<file path="src/rtl/hilo_muldiv_sequencer.sv">
// -----------------------------------------------------------------------------
// hilo_muldiv_sequencer
//
// Multi-cycle HI/LO unit for a MIPS-style pipeline. It runs mult/multu as
// 32 radix-2 shift-add iterations and div/divu as 32 restoring iterations.
// mthi/mtlo complete in one cycle. Results are presented for exactly one
// cycle (DONE) with write pulses, and HI_result/LO_result then hold until
// the next DONE.
//
// Optional feature: define HILO_MULDIV_DIVIDE_EN to build the divider.
// Without it the DIV state and divider datapath are removed, and div/divu
// are reported through illegal_funct like any other unknown funct.
//
// Ports
//   clk                in   sole clock, rising edge
//   reset_n            in   asynchronous active-low reset
//   start              in   decode issues a HI/LO op this cycle
//   funct[5:0]         in   op select (mult/multu/div/divu/mthi/mtlo)
//   operand_a[31:0]    in   rs value (multiplicand / dividend / mthi-mtlo data)
//   operand_b[31:0]    in   rt value (multiplier / divisor)
//   read_hi_lo         in   decode holds mfhi/mflo
//   busy               out  state != IDLE
//   stall              out  busy & (start | read_hi_lo), combinational
//   illegal_funct      out  one-cycle pulse for an unknown funct accepted in IDLE
//   HI_register_write  out  HI write pulse (DONE only)
//   LO_register_write  out  LO write pulse (DONE only)
//   HI_result[31:0]    out  HI value, valid from DONE until the next DONE
//   LO_result[31:0]    out  LO value, valid from DONE until the next DONE
// -----------------------------------------------------------------------------
module hilo_muldiv_sequencer (
  input  logic        clk,
  input  logic        reset_n,
  input  logic        start,
  input  logic [5:0]  funct,
  input  logic [31:0] operand_a,
  input  logic [31:0] operand_b,
  input  logic        read_hi_lo,
  output logic        busy,
  output logic        stall,
  output logic        illegal_funct,
  output logic        HI_register_write,
  output logic        LO_register_write,
  output logic [31:0] HI_result,
  output logic [31:0] LO_result
);

  localparam logic [5:0] F_MULT  = 6'b011000;
  localparam logic [5:0] F_MULTU = 6'b011001;
  localparam logic [5:0] F_MTHI  = 6'b010001;
  localparam logic [5:0] F_MTLO  = 6'b010011;
`ifdef HILO_MULDIV_DIVIDE_EN
  localparam logic [5:0] F_DIV   = 6'b011010;
  localparam logic [5:0] F_DIVU  = 6'b011011;
`endif
  localparam logic [5:0] LAST_ITER = 6'd32;

  typedef enum logic [1:0] {
    IDLE = 2'd0,
    MULT = 2'd1,
`ifdef HILO_MULDIV_DIVIDE_EN
    DIV  = 2'd2,
`endif
    DONE = 2'd3
  } state_e;

  function automatic logic [31:0] abs32(input logic [31:0] v);
    return v[31] ? (~v + 32'd1) : v;
  endfunction

  function automatic logic [63:0] neg64(input logic [63:0] v);
    return ~v + 64'd1;
  endfunction

`ifdef HILO_MULDIV_DIVIDE_EN
  function automatic logic [31:0] neg32(input logic [31:0] v);
    return ~v + 32'd1;
  endfunction
`endif

  state_e      state_q, state_d;
  logic        illegal_q, illegal_d;
  logic        wr_hi_q, wr_hi_d;
  logic        wr_lo_q, wr_lo_d;
  logic [31:0] hi_res_q, hi_res_d;
  logic [31:0] lo_res_q, lo_res_d;

  // Iteration datapath: acc holds the upper product half / partial remainder,
  // lo holds the lower product half (multiplier shifted out) / quotient.
  logic [5:0]  count_q, count_d;
  logic [31:0] acc_q, acc_d;
  logic [31:0] lo_q, lo_d;
  logic [31:0] opb_q, opb_d;
  logic        neg_q, neg_d;
`ifdef HILO_MULDIV_DIVIDE_EN
  logic        rneg_q, rneg_d;
  logic [33:0] dtrial;
`endif

  logic        op_signed;
  logic [32:0] madd;
  logic [63:0] prod_fix;

  // Signed variants (mult, div) have funct[0] clear.
  assign op_signed = ~funct[0];

  always_comb begin
    madd     = {1'b0, acc_q} + (lo_q[0] ? {1'b0, opb_q} : 33'd0);
    prod_fix = neg_q ? neg64({acc_q, lo_q}) : {acc_q, lo_q};
`ifdef HILO_MULDIV_DIVIDE_EN
    // Shift the next dividend bit into the remainder, then trial-subtract.
    dtrial   = {1'b0, acc_q, lo_q[31]} - {2'b00, opb_q};
`endif

    state_d   = state_q;
    illegal_d = 1'b0;
    wr_hi_d   = wr_hi_q;
    wr_lo_d   = wr_lo_q;
    hi_res_d  = hi_res_q;
    lo_res_d  = lo_res_q;
    count_d   = count_q;
    acc_d     = acc_q;
    lo_d      = lo_q;
    opb_d     = opb_q;
    neg_d     = neg_q;
`ifdef HILO_MULDIV_DIVIDE_EN
    rneg_d    = rneg_q;
`endif

    case (state_q)
      IDLE: begin
        if (start) begin
          case (funct)
            F_MULT, F_MULTU: begin
              lo_d    = op_signed ? abs32(operand_a) : operand_a;
              opb_d   = op_signed ? abs32(operand_b) : operand_b;
              acc_d   = 32'd0;
              neg_d   = op_signed & (operand_a[31] ^ operand_b[31]);
              count_d = 6'd0;
              wr_hi_d = 1'b1;
              wr_lo_d = 1'b1;
              state_d = MULT;
            end
`ifdef HILO_MULDIV_DIVIDE_EN
            F_DIV, F_DIVU: begin
              wr_hi_d = 1'b1;
              wr_lo_d = 1'b1;
              if (operand_b == 32'd0) begin
                hi_res_d = operand_a;
                lo_res_d = 32'hFFFF_FFFF;
                state_d  = DONE;
              end else begin
                lo_d    = op_signed ? abs32(operand_a) : operand_a;
                opb_d   = op_signed ? abs32(operand_b) : operand_b;
                acc_d   = 32'd0;
                neg_d   = op_signed & (operand_a[31] ^ operand_b[31]);
                rneg_d  = op_signed & operand_a[31];
                count_d = 6'd0;
                state_d = DIV;
              end
            end
`endif
            F_MTHI: begin
              hi_res_d = operand_a;
              wr_hi_d  = 1'b1;
              wr_lo_d  = 1'b0;
              state_d  = DONE;
            end
            F_MTLO: begin
              lo_res_d = operand_a;
              wr_hi_d  = 1'b0;
              wr_lo_d  = 1'b1;
              state_d  = DONE;
            end
            default: illegal_d = 1'b1;
          endcase
        end
      end

      MULT: begin
        if (count_q == LAST_ITER) begin
          {hi_res_d, lo_res_d} = prod_fix;
          state_d              = DONE;
        end else begin
          // {carry, sum, lo} >> 1: the product register shifts right as the
          // consumed multiplier bit falls off the bottom.
          acc_d   = madd[32:1];
          lo_d    = {madd[0], lo_q[31:1]};
          count_d = count_q + 6'd1;
        end
      end

`ifdef HILO_MULDIV_DIVIDE_EN
      DIV: begin
        if (count_q == LAST_ITER) begin
          lo_res_d = neg_q  ? neg32(lo_q)  : lo_q;
          hi_res_d = rneg_q ? neg32(acc_q) : acc_q;
          state_d  = DONE;
        end else begin
          if (!dtrial[33]) begin
            acc_d = dtrial[31:0];
            lo_d  = {lo_q[30:0], 1'b1};
          end else begin
            acc_d = {acc_q[30:0], lo_q[31]};
            lo_d  = {lo_q[30:0], 1'b0};
          end
          count_d = count_q + 6'd1;
        end
      end
`endif

      DONE:    state_d = IDLE;
      default: state_d = IDLE;
    endcase
  end

  always_ff @(posedge clk or negedge reset_n) begin
    if (!reset_n) begin
      state_q   <= IDLE;
      illegal_q <= 1'b0;
      wr_hi_q   <= 1'b0;
      wr_lo_q   <= 1'b0;
      hi_res_q  <= 32'd0;
      lo_res_q  <= 32'd0;
    end else begin
      state_q   <= state_d;
      illegal_q <= illegal_d;
      wr_hi_q   <= wr_hi_d;
      wr_lo_q   <= wr_lo_d;
      hi_res_q  <= hi_res_d;
      lo_res_q  <= lo_res_d;
    end
  end

  // Iteration registers are only meaningful while MULT/DIV is active and are
  // always reloaded on accept, so they carry no reset.
  always_ff @(posedge clk) begin
    count_q <= count_d;
    acc_q   <= acc_d;
    lo_q    <= lo_d;
    opb_q   <= opb_d;
    neg_q   <= neg_d;
`ifdef HILO_MULDIV_DIVIDE_EN
    rneg_q  <= rneg_d;
`endif
  end

  assign busy              = (state_q != IDLE);
  assign stall             = busy & (start | read_hi_lo);
  assign illegal_funct     = illegal_q;
  assign HI_register_write = (state_q == DONE) & wr_hi_q;
  assign LO_register_write = (state_q == DONE) & wr_lo_q;
  assign HI_result         = hi_res_q;
  assign LO_result         = lo_res_q;

endmodule
</file>
<file path="config.mk">
export PLATFORM = sky130hd
export DESIGN_NAME = hilo_muldiv_sequencer
export DESIGN_NICKNAME = d
export VERILOG_FILES = /design/src/rtl/hilo_muldiv_sequencer.sv
export SDC_FILE = /design/constraint.sdc
export NUM_CORES = 1
export LEC_CHECK = 0
export ABC_AREA = 1
export BUFFER_PORTS_ARGS = -buffer_cell sky130_fd_sc_hd__buf_2
export CAP_MARGIN = 0
export CORE_MARGIN = 2
export CORE_UTILIZATION = 48
export DETAILED_ROUTE_END_ITERATION = 16
export PLACE_DENSITY_LB_ADDON = 0.15
export SLEW_MARGIN = 0
export SYNTH_ARGS = -nofsm -noshare
export SYNTH_HDL_FRONTEND = slang
export SYNTH_SLANG_ARGS = --single-unit
</file>
<file path="constraint.sdc">
create_clock -name clk -period 7.5 [get_ports clk]
set_input_delay 1.125 -clock clk [delete_from_list [all_inputs] [get_ports clk]]
set_output_delay 1.125 -clock clk [all_outputs]
set_load 0.01 [all_outputs]
</file>
==> summary.md, run 1 <==
| Metric | Value |
|---|---|
| Status | completed |
| CP Data Arrival Time | 3.46 ns |
| Maximum VDD drop | 0.256 mV |
| Htree depth | 4 |
| Total track usage | 0.294 |
| Largest net degree at the start of global routing | 70 |
| WP buf/inv | 4 |
| Critical path cell sequence | nor2_4 -> buf_4 -> inv_2 -> o21ai_4 -> nand2_2 -> inv_2 -> nand3_1 -> o22ai_1 -> inv_1 |
| Root Driver | clkbuf_16 |
| Fillers | 2720 |
| Dominant synthesized flop cell | edfxtp_1 |
| Crit path capture type | flip-flop |
| Worst hold path type | reg -> reg |
| Initial antenna violation count | 0 |
| Starting density of the core | 0.486 |
| Top post-synthesis cells by area | edfxtp_1, dfrtp_1, nand2_1 |
| Crit path max-delay family | buffers and inverters |
| Sw Ratio | 0.490 |
| CTS buffer count | 17 |
| Final TNS setup | 0 ns |
| Synth top cells by count | nand2_1, nor2_1, inv_1 |
| Post-synthesis compound-gate area fraction | 0.132 |
| Gp weighted congestion | 0.952 |
| Post-Route WL | 41.8 mm |
| Vias | 13200 |
| Worst-Margin Slew | 0.976 ns |
| Number of global-route vias before repair | 12400 |
| Syn Inst Count | 1939 |
| Max Clock Skew | 0.0155 ns |
| Grt ovf | 0 |
| Syn Nets | 2051 |
| # setup viols final | 0 |
| Total of max-cap violations | 0 |
| PnR Total Power | 5940 uW |
| CTS resizes | 0 |
| Post-route minimum period | 3.13 ns |
| Clock Tree Buf Depth | 2 |
| CTS tree | done |
| Post-synth EDFFs | 103 |
| Adder-cell share of the synthesized area | 0.0371 |
| DRT iter0 DRCs | 1199 |
| ANT nets after route | 0 |
| Syn Area/Cell | 6.72 um^2 |
| Post-cts hold buffer count | 0 |
| Yosys top cell area share | 0.237 |
| Std cell rows | 60 |
| Crit-path slowest cell | inv_2 |
| Crit Path Max Fanout | 64 |
| Post-synthesis cell area | 0.0130 mm^2 |
| First-pass GRT wire length | 65.1 mm |
| Vias per inst | 5.46 |
| WS Path Type | reg -> reg |
| # port buffers | 142 |
| CP peak stage delay | 0.76 ns |
| RSZ-0062 raised after global routing | no |
| Ant. Diodes | 0 |
| Largest area contributor in the netlist | edfxtp_1 |
| Area taken by multi-input logic gates | 0.00697 mm^2 |
| Pint | 3030 uW |
| Critical path required time | 7.83 ns |
| Post-DP HPWL | 32.5 mm |
| Fmax | 320 MHz |
| Area Growth Syn to Fin | 12.1% |
| Register Area | 0.00482 mm^2 |
| IO Count | 143 |
| Ys Warns | 0 |
| Main combinational cell family by area after synthesis | simple AND/OR/NAND/NOR gates |
| Fin nets | 2173 |
| Sequential Power Share | 0.324 |
| Clock transition at path regs | 0.08 ns |
| P_leak | 0.00681 uW |
| DIE HEIGHT | 169 um |
| Clock share of power | 0.155 |
| Final max-slew violation count | 0 |
| Multiplexer share of the synthesized area | 0 |
| Drt first pass iters | 6 |
| Fin util | 0.545 |
| Net Sw Power | 2910 uW |
| PwrDens | 407 mW/mm^2 |
| Slew margin rel. | 0.349 |
| Final Cycle Share | 0.417 |
| Die width | 169 um |
| Fraction of synthesized cell area in xor and xnor cells | 0.0202 |
| #FFs+latches synth | 172 |
| Share of post-route cells with drive strength above 1 | 0.111 |
| Die area | 0.0285 mm^2 |
| Crit start category | flip-flop |
| Area share of and/or/nand/nor cells after synthesis | 0.345 |
| Cell variety after synth | 46 |
| Asr flop ratio synth | 0.401 |
| Std-Cell Core Area | 0.0268 mm^2 |
| Comb power frac | 0.521 |
| Sequential share of the synthesized area | 0.370 |
| Final Hold Viols | 0 |
| Avg WL per Cell | 17.3 um |
| Post-CTS setup buffer count | 0 |
| Most frequent CP cell | inv_2 |
| Remaining DRCs | 0 |
| Most numerous cell in the Yosys netlist | nand2_1 |
| Hold WS | 0.484 ns |
| Sink Count | 172 |
| Clk_lat worst skew | 0.45 ns |
per-stage QoR:
| step | setup WS, ns | cells | area, um^2 |
|---|---|---|---|
| 6_report | 4.37 | 2415 | 14600 |
| 3_5_place_dp | 4.24 | 2383 | 14000 |
| 5_1_grt | 4.14 | 2415 | 14600 |
| 4_1_cts | 4.45 | 2415 | 14600 |
| 3_3_place_gp | 4.33 | 2383 | 14000 |
| 2_1_floorplan | 0.550 | 1939 | 13000 |
power groups by stage:
stage | Clock, uW | Combinational (uW) | Sequential, uW
2_1_floorplan | 0 | 2110 | 1930
3_3_place_gp | 0 | 3000 | 1930
3_5_place_dp | 0 | 3050 | 1930
4_1_cts | 932 | 3060 | 1910
5_1_grt | 966 | 3490 | 1960
6_report | 923 | 3090 | 1920
flip-flops by register name, indices dropped and copies added, names as in the netlist:
| name | count |
|---|---|
| acc_q | 32 |
| wr_hi_q | 1 |
| lo_q | 32 |
| state_q | 2 |
| wr_lo_q | 1 |
| LO_result | 32 |
| opb_q | 32 |
| neg_q | 1 |
| count_q | 6 |
| illegal_funct | 1 |
| HI_result | 32 |
final cells by class:
class                           instances  share of cell area
Clock buffer                           19              0.0296
Inverter                              268              0.0689
Clock inverter                         13              0.0108
Tap cell                              341              0.0292
Multi-Input combinational cell       1449               0.477
Timing Repair Buffer                  153              0.0545
Sequential cell                       172               0.330
final timing paths:
path | from | depth (start not counted) | slack, ns | endpoint
setup / recovery | state_q[1] | 9 | 4.37 | LO_result[26]
min in group asynchronous | reset_n | 1 | 0.82 | LO_result[3]
setup reg to reg | state_q[1] | 9 | 4.37 | LO_result[26]
max in group asynchronous | reset_n | 1 | 6.06 | HI_result[27]
hold / removal | LO_result[19] | 2 | 0.48 | LO_result[19]
hold reg to reg | LO_result[19] | 2 | 0.48 | LO_result[19]
tightest hold or removal path, delay by kind of cell (launching register included):
kind | cells | cell delay (ns)
buf+inv | 1 | 0.04
compound gates | 1 | 0.07
flops | 1 | 0.34
layout by cell type, fill, tap and decap left out, types with 4 or more instances in the layout:
| cell | Yosys | final |
|---|---|---|
| nand2_1 | 439 | 439 |
| nor2_1 | 371 | 370 |
| inv_1 | 259 | 259 |
| buf_2 | 22 | 141 |
| nand3_1 | 132 | 132 |
| o21ai_0 | 130 | 129 |
| a21oi_1 | 120 | 120 |
| edfxtp_1 | 103 | 103 |
| dfrtp_1 | 69 | 69 |
| ha_1 | 37 | 37 |
| nand4_1 | 36 | 36 |
| nor3_1 | 28 | 28 |
| xor2_1 | 22 | 22 |
| clkbuf_16 | 0 | 17 |
| a31oi_1 | 16 | 16 |
| nor2_2 | 13 | 14 |
| o21ai_1 | 14 | 14 |
| buf_4 | 6 | 12 |
| nor4_1 | 11 | 11 |
| o21bai_1 | 10 | 10 |
| inv_2 | 8 | 8 |
| xnor2_1 | 8 | 8 |
| nand3b_1 | 7 | 7 |
| o21a_1 | 7 | 7 |
| nand2_2 | 6 | 6 |
| o22ai_1 | 5 | 5 |
| nor3_2 | 5 | 5 |
| o211ai_1 | 4 | 4 |
layer usage:
metal | global-route usage | wire (um)
met2 | 0.507 | 20100
met4 | 0.121 | 1520
met3 | 0.0334 | 2480
met1 | 0.375 | 17600
met5 | 0 | 0
cell families (layout without fill, tap and decap cells):
family | count (synthesis) | after routing
compound gates | 317 | 317
simple gates | 1064 | 1064
buf+inv | 318 | 453
xor+xnor | 30 | 30
fa+ha+maj | 38 | 38
flops | 172 | 172
(Power assumes the default switching activity.)
==> inputs of run 2 (changes only) <==
==> constraint.sdc (replaced) <==
create_clock -name clk -period 3.15 [get_ports clk]
set_input_delay 0.4725 -clock clk [delete_from_list [all_inputs] [get_ports clk]]
set_output_delay 0.4725 -clock clk [all_outputs]
set_load 0.01 [all_outputs]
==> run 2 against run 1 <==
- final area increased by 0.26%
- first-iteration DRC count grew 6.4%
- routed wire length rose by 2.2%
- setup slack worse by 3.9 ns
- clock skew is 0.0014 ns lower
- non-clock buffer count up 2
- sequential cell count stayed put
- largest cell class unchanged
- maximum frequency rose by 15%
- clock-buffer cell count did not move
- total power grew 140%
- critical path depth grew 4
==> summary.md, run 2 (same netlist as run 1, synthesis figures left out) <==
| Metric | Value |
|---|---|
| Status | completed |
| Critical path required time | 3.33 ns |
| Ant. Diodes | 0 |
| Post-cts hold buffer count | 0 |
| DRT iter0 DRCs | 1276 |
| Crit-path slowest cell | fa_1 |
| # port buffers | 142 |
| Max Clock Skew | 0.0141 ns |
| Remaining DRCs | 0 |
| Final max-slew violation count | 0 |
| First-pass GRT wire length | 66.8 mm |
| Vias | 13300 |
| Number of global-route vias before repair | 12400 |
| Sink Count | 172 |
| Fmax | 369 MHz |
| DIE HEIGHT | 169 um |
| Die width | 169 um |
| Share of post-route cells with drive strength above 1 | 0.113 |
| Crit start category | flip-flop |
| Area taken by multi-input logic gates | 0.00697 mm^2 |
| Total track usage | 0.301 |
| CTS buffer count | 17 |
| IO Count | 143 |
| Slew margin rel. | 0.369 |
| Starting density of the core | 0.486 |
| CP Data Arrival Time | 2.89 ns |
| Final TNS setup | 0 ns |
| Initial antenna violation count | 0 |
| Avg WL per Cell | 17.7 um |
| Crit Path Max Fanout | 34 |
| Drt first pass iters | 7 |
| Fillers | 2720 |
| Post-DP HPWL | 33.0 mm |
| Vias per inst | 5.51 |
| Post-route minimum period | 2.71 ns |
| Die area | 0.0285 mm^2 |
| Crit path capture type | flip-flop |
| PwrDens | 970 mW/mm^2 |
| Grt ovf | 0 |
| Post-Route WL | 42.7 mm |
| Post-CTS setup buffer count | 0 |
| Clk_lat worst skew | 0.44 ns |
| PnR Total Power | 14200 uW |
| Area Growth Syn to Fin | 12.4% |
| ANT nets after route | 0 |
| Most frequent cells in the layout | nand2_1, nor2_1, inv_1 |
| R2R cell count | 13 |
| Commonest non-fill, non-tap cell in the layout | nand2_1 |
| Maximum VDD drop | 0.621 mV |
| WS Path Type | reg -> reg |
| P_leak | 0.00682 uW |
| Largest net degree at the start of global routing | 83 |
| Final Cycle Share | 0.861 |
| # setup viols final | 0 |
| Total of max-cap violations | 0 |
| Std cell rows | 60 |
| CP peak stage delay | 0.43 ns |
| CTS tree | done |
| Worst hold path type | in -> async |
| Register Area | 0.00482 mm^2 |
| Most frequent CP cell | nand2_1 |
| Fin util | 0.546 |
| CTS resizes | 0 |
| Htree depth | 4 |
| Clock transition at path regs | 0.08 ns |
| Final Hold Viols | 0 |
| RSZ-0062 raised after global routing | no |
| Worst-Margin Slew | 0.947 ns |
| Gp weighted congestion | 1.01 |
| Critical path cell sequence | buf_4 -> nand2_1 -> inv_1 -> ha_1 -> fa_1 -> nand2_1 -> nand2_1 -> o21ai_1 -> o21ai_2 -> nand2_1 -> nand2_1 -> o21ai_0 -> a21oi_1 |
| Fin nets | 2175 |
| Std-Cell Core Area | 0.0268 mm^2 |
| Clock Tree Buf Depth | 2 |
| Root Driver | clkbuf_16 |
==> run 2: cell types whose count changed in the layout (fill, tap and decap cells not counted) <==
cell / delta
buf_12: +3
buf_4: -1
bufinv_16: -1
clkbuf_1: -1
clkbuf_8: +1
clkinv_1: -1
clkinv_2: +1
clkinvlp_4: +2
inv_8: -1
==> run 2: worst max-delay path, delay by kind of cell (launching register included) <==
kind / cells / cell delay [ns]
adder cells (fa/ha/maj): 2 / 0.65
AO/OA/AOI/OAI: 4 / 0.65
AND/OR/NAND/NOR: 5 / 0.50
flip-flops: 1 / 0.36
buffers and inverters: 2 / 0.30
==> run 2: through the flow <==
step | hold slack (ns) | cell area [um^2] | instances | worst slack, ns
after floorplan | 0.177 | 13000 | 1939 | 0.0625
after global placement | 0.463 | 14100 | 2385 | 0.547
after detailed placement | 0.461 | 14100 | 2385 | 0.478
after CTS | 0.197 | 14600 | 2417 | 0.447
after global routing | 0.229 | 14600 | 2417 | 0.202
final | 0.154 | 14600 | 2417 | 0.438
==> run 2: metal layers <==
layer | part of all wire | wire length [um] | vias to the layer above | track usage
met4 | 0.034 | 1470 | 0 | 0.118
met2 | 0.48 | 20600 | 526 | 0.518
met1 | 0.42 | 18000 | 6115 | 0.390
met3 | 0.060 | 2580 | 89 | 0.0325
li1 | - | - | 6592 | -
met5 | 0 | 0 | - | 0
==> run 2: path summary, 6_finish.rpt <==
kind / slack, ns / to / startpoint
max in group asynchronous: 2.35 / HI_result[26] / reset_n
setup / recovery: 0.44 / acc_q[15] / lo_q[0]
min in group clk: 0.23 / opb_q[0] / operand_b[0]
hold reg to reg: 0.48 / LO_result[7] / LO_result[7]
hold / removal: 0.15 / LO_result[7] / reset_n
setup reg to reg: 0.44 / acc_q[15] / lo_q[0]
==> run 2: layout make-up <==
type / instances / share of cell area
flip-flops and latches: 172 / 0.329
repair buffers: 155 / 0.0579
well taps: 341 / 0.0291
clock inverters: 13 / 0.00906
clock buffers: 19 / 0.0302
inverters: 268 / 0.0687
multi-input cells: 1449 / 0.476
==> run 2: report_power, final <==
group / total, uW / switching, uW / internal [uW]
sequential: 4600 / 894 / 3700
clock: 2120 / 992 / 1130
combinational: 7490 / 5120 / 2370
total: 14200 / 7000 / 7200
==> inputs of run 3 (changes only) <==
==> constraint.sdc (replaced) <==
create_clock -name clk -period 3.15 [get_ports clk]
set_input_delay 0.63 -clock clk [delete_from_list [all_inputs] [get_ports clk]]
set_output_delay 0.63 -clock clk [all_outputs]
set_load 0.01 [all_outputs]
==> run 3 against run 2 <==
- total power up 0.64%
- clock skew up 0.0019 ns
- sequential power about the same
- register-to-register slack about the same
- non-clock buffer count up 2
- clock power up 5%
- first-iteration DRC count up 13%
- clock-buffer cell count down 1
- via count down 0.24%
- setup slack worse by 0.0050 ns
- combinational power about the same
- final cell count about the same
==> summary.md, run 3 (same netlist as run 1, synthesis figures left out) <==
| Metric | Value |
|---|---|
| Status | completed |
| Slew margin rel. | 0.369 |
| Crit Path Max Fanout | 31 |
| Post-cts hold buffer count | 0 |
| Vias per inst | 5.49 |
| CTS resizes | 0 |
| Crit path capture type | flip-flop |
| Avg WL per Cell | 17.2 um |
| Starting density of the core | 0.486 |
| Worst-Margin Slew | 0.946 ns |
| Post-route minimum period | 2.72 ns |
| Std cell rows | 60 |
| # setup viols final | 0 |
| Total of max-cap violations | 0 |
| Ant. Diodes | 0 |
| Hold WS | 0.318 ns |
| PwrDens | 974 mW/mm^2 |
| Gp weighted congestion | 0.995 |
| Area Growth Syn to Fin | 12.6% |
| CP Data Arrival Time | 2.91 ns |
| First-pass GRT wire length | 65.6 mm |
| RSZ-0062 raised after global routing | no |
| Clock Tree Buf Depth | 2 |
| Vias | 13300 |
| Number of global-route vias before repair | 12400 |
| Commonest non-fill, non-tap cell in the layout | nand2_1 |
| Total track usage | 0.294 |
| Maximum VDD drop | 0.689 mV |
| Post-DP HPWL | 32.2 mm |
| Final Cycle Share | 0.862 |
| Fin util | 0.548 |
| Root Driver | clkbuf_16 |
| Post-Place Worst Slack | 0.485 ns |
| CTS tree | done |
| # port buffers | 142 |
| Post-Route WL | 41.6 mm |
| Share of post-route cells with drive strength above 1 | 0.114 |
| ANT nets after route | 0 |
| Sink Count | 172 |
| Crit start category | flip-flop |
| Largest net degree at the start of global routing | 86 |
| Final setup margin | 0.433 ns |
| Die width | 169 um |
| Fin nets | 2177 |
| Most frequent cells in the layout | nand2_1, nor2_1, inv_1 |
| Initial antenna violation count | 0 |
| Clk_lat worst skew | 0.44 ns |
| Max Clock Skew | 0.0159 ns |
| Post-CTS setup buffer count | 0 |
| Drt first pass iters | 8 |
| Final Hold Viols | 0 |
| Critical path required time | 3.34 ns |
| Htree depth | 4 |
| CTS buffer count | 17 |
| Die area | 0.0285 mm^2 |
| Final max-slew violation count | 0 |
| Worst hold path type | in -> async |
| IO Count | 143 |
| DRT iter0 DRCs | 1440 |
| Clock transition at path regs | 0.08 ns |
| Fmax | 368 MHz |
| Remaining DRCs | 0 |
| Grt ovf | 0 |
| Final TNS setup | 0 ns |
| WS Path Type | reg -> reg |
| DIE HEIGHT | 169 um |
| P_leak | 0.00686 uW |
| Std-Cell Core Area | 0.0268 mm^2 |
==> run 3: changes by cell type in the layout (fill, tap and decap cells not counted), sizes merged <==
cell | previous run | this run
clkinvlp | 3 | 0
clkbuf | 19 | 18
clkinv | 5 | 7
inv | 272 | 273
buf | 155 | 157
bufinv | 1 | 2
==> run 3: path summary, 6_finish.rpt <==
kind / slack (ns) / endpoint / depth (start not counted) / start
setup / recovery: 0.43 / acc_q[29] / 14 / lo_q[0]
hold / removal: 0.32 / LO_result[3] / 1 / reset_n
setup reg to reg: 0.43 / acc_q[29] / 14 / lo_q[0]
hold reg to reg: 0.47 / LO_result[8] / 2 / LO_result[8]
max in group asynchronous: 2.19 / illegal_funct / 1 / reset_n
min in group clk: 0.38 / opb_q[0] / 1 / operand_b[0]
==> run 3: through the flow <==
step                power, uW  cell area, um^2  std cells
floorplan                9530            13000       1939
global placement        11900            14100       2387
detailed placement      12000            14100       2387
CTS                     14200            14700       2419
global route            15400            14700       2419
finish                  14300            14700       2419
==> run 3: report_power, final <==
group	leakage [uW]	switching, uW	internal (uW)
logic	0.00479	5090	2380
clock network	0.000297	1010	1210
registers	0.00177	898	3700
==> run 3: critical path, cell delays in order (launching register included) <==
cell      delay (ns)
edfxtp_1        0.44
buf_4           0.27
nand2_1         0.09
inv_1           0.07
fa_1            0.44
nand2_1         0.11
nand2_1         0.06
o21ai_1         0.25
o21ai_2         0.15
nand2_1         0.09
nand2_1         0.14
nand3b_1        0.15
nand3_1         0.08
nand2_1         0.07
nor2_1          0.04
==> run 3: metal layers <==
layer | share of wire | track usage | up-vias
met1 | 0.43 | 0.393 | 5998
met5 | 0 | 0 | -
met3 | 0.067 | 0.0332 | 100
met2 | 0.47 | 0.489 | 591
met4 | 0.040 | 0.123 | 0
li1 | - | - | 6601
==> run 3: area by class of cell <==
class	instances	area (um^2)
clock inverters	14	158
inverters	268	1010
well taps	341	427
flip-flops and latches	172	4820
clock buffers	18	439
fillers	2727	12100
repair buffers	157	863
multi-input cells	1449	6970
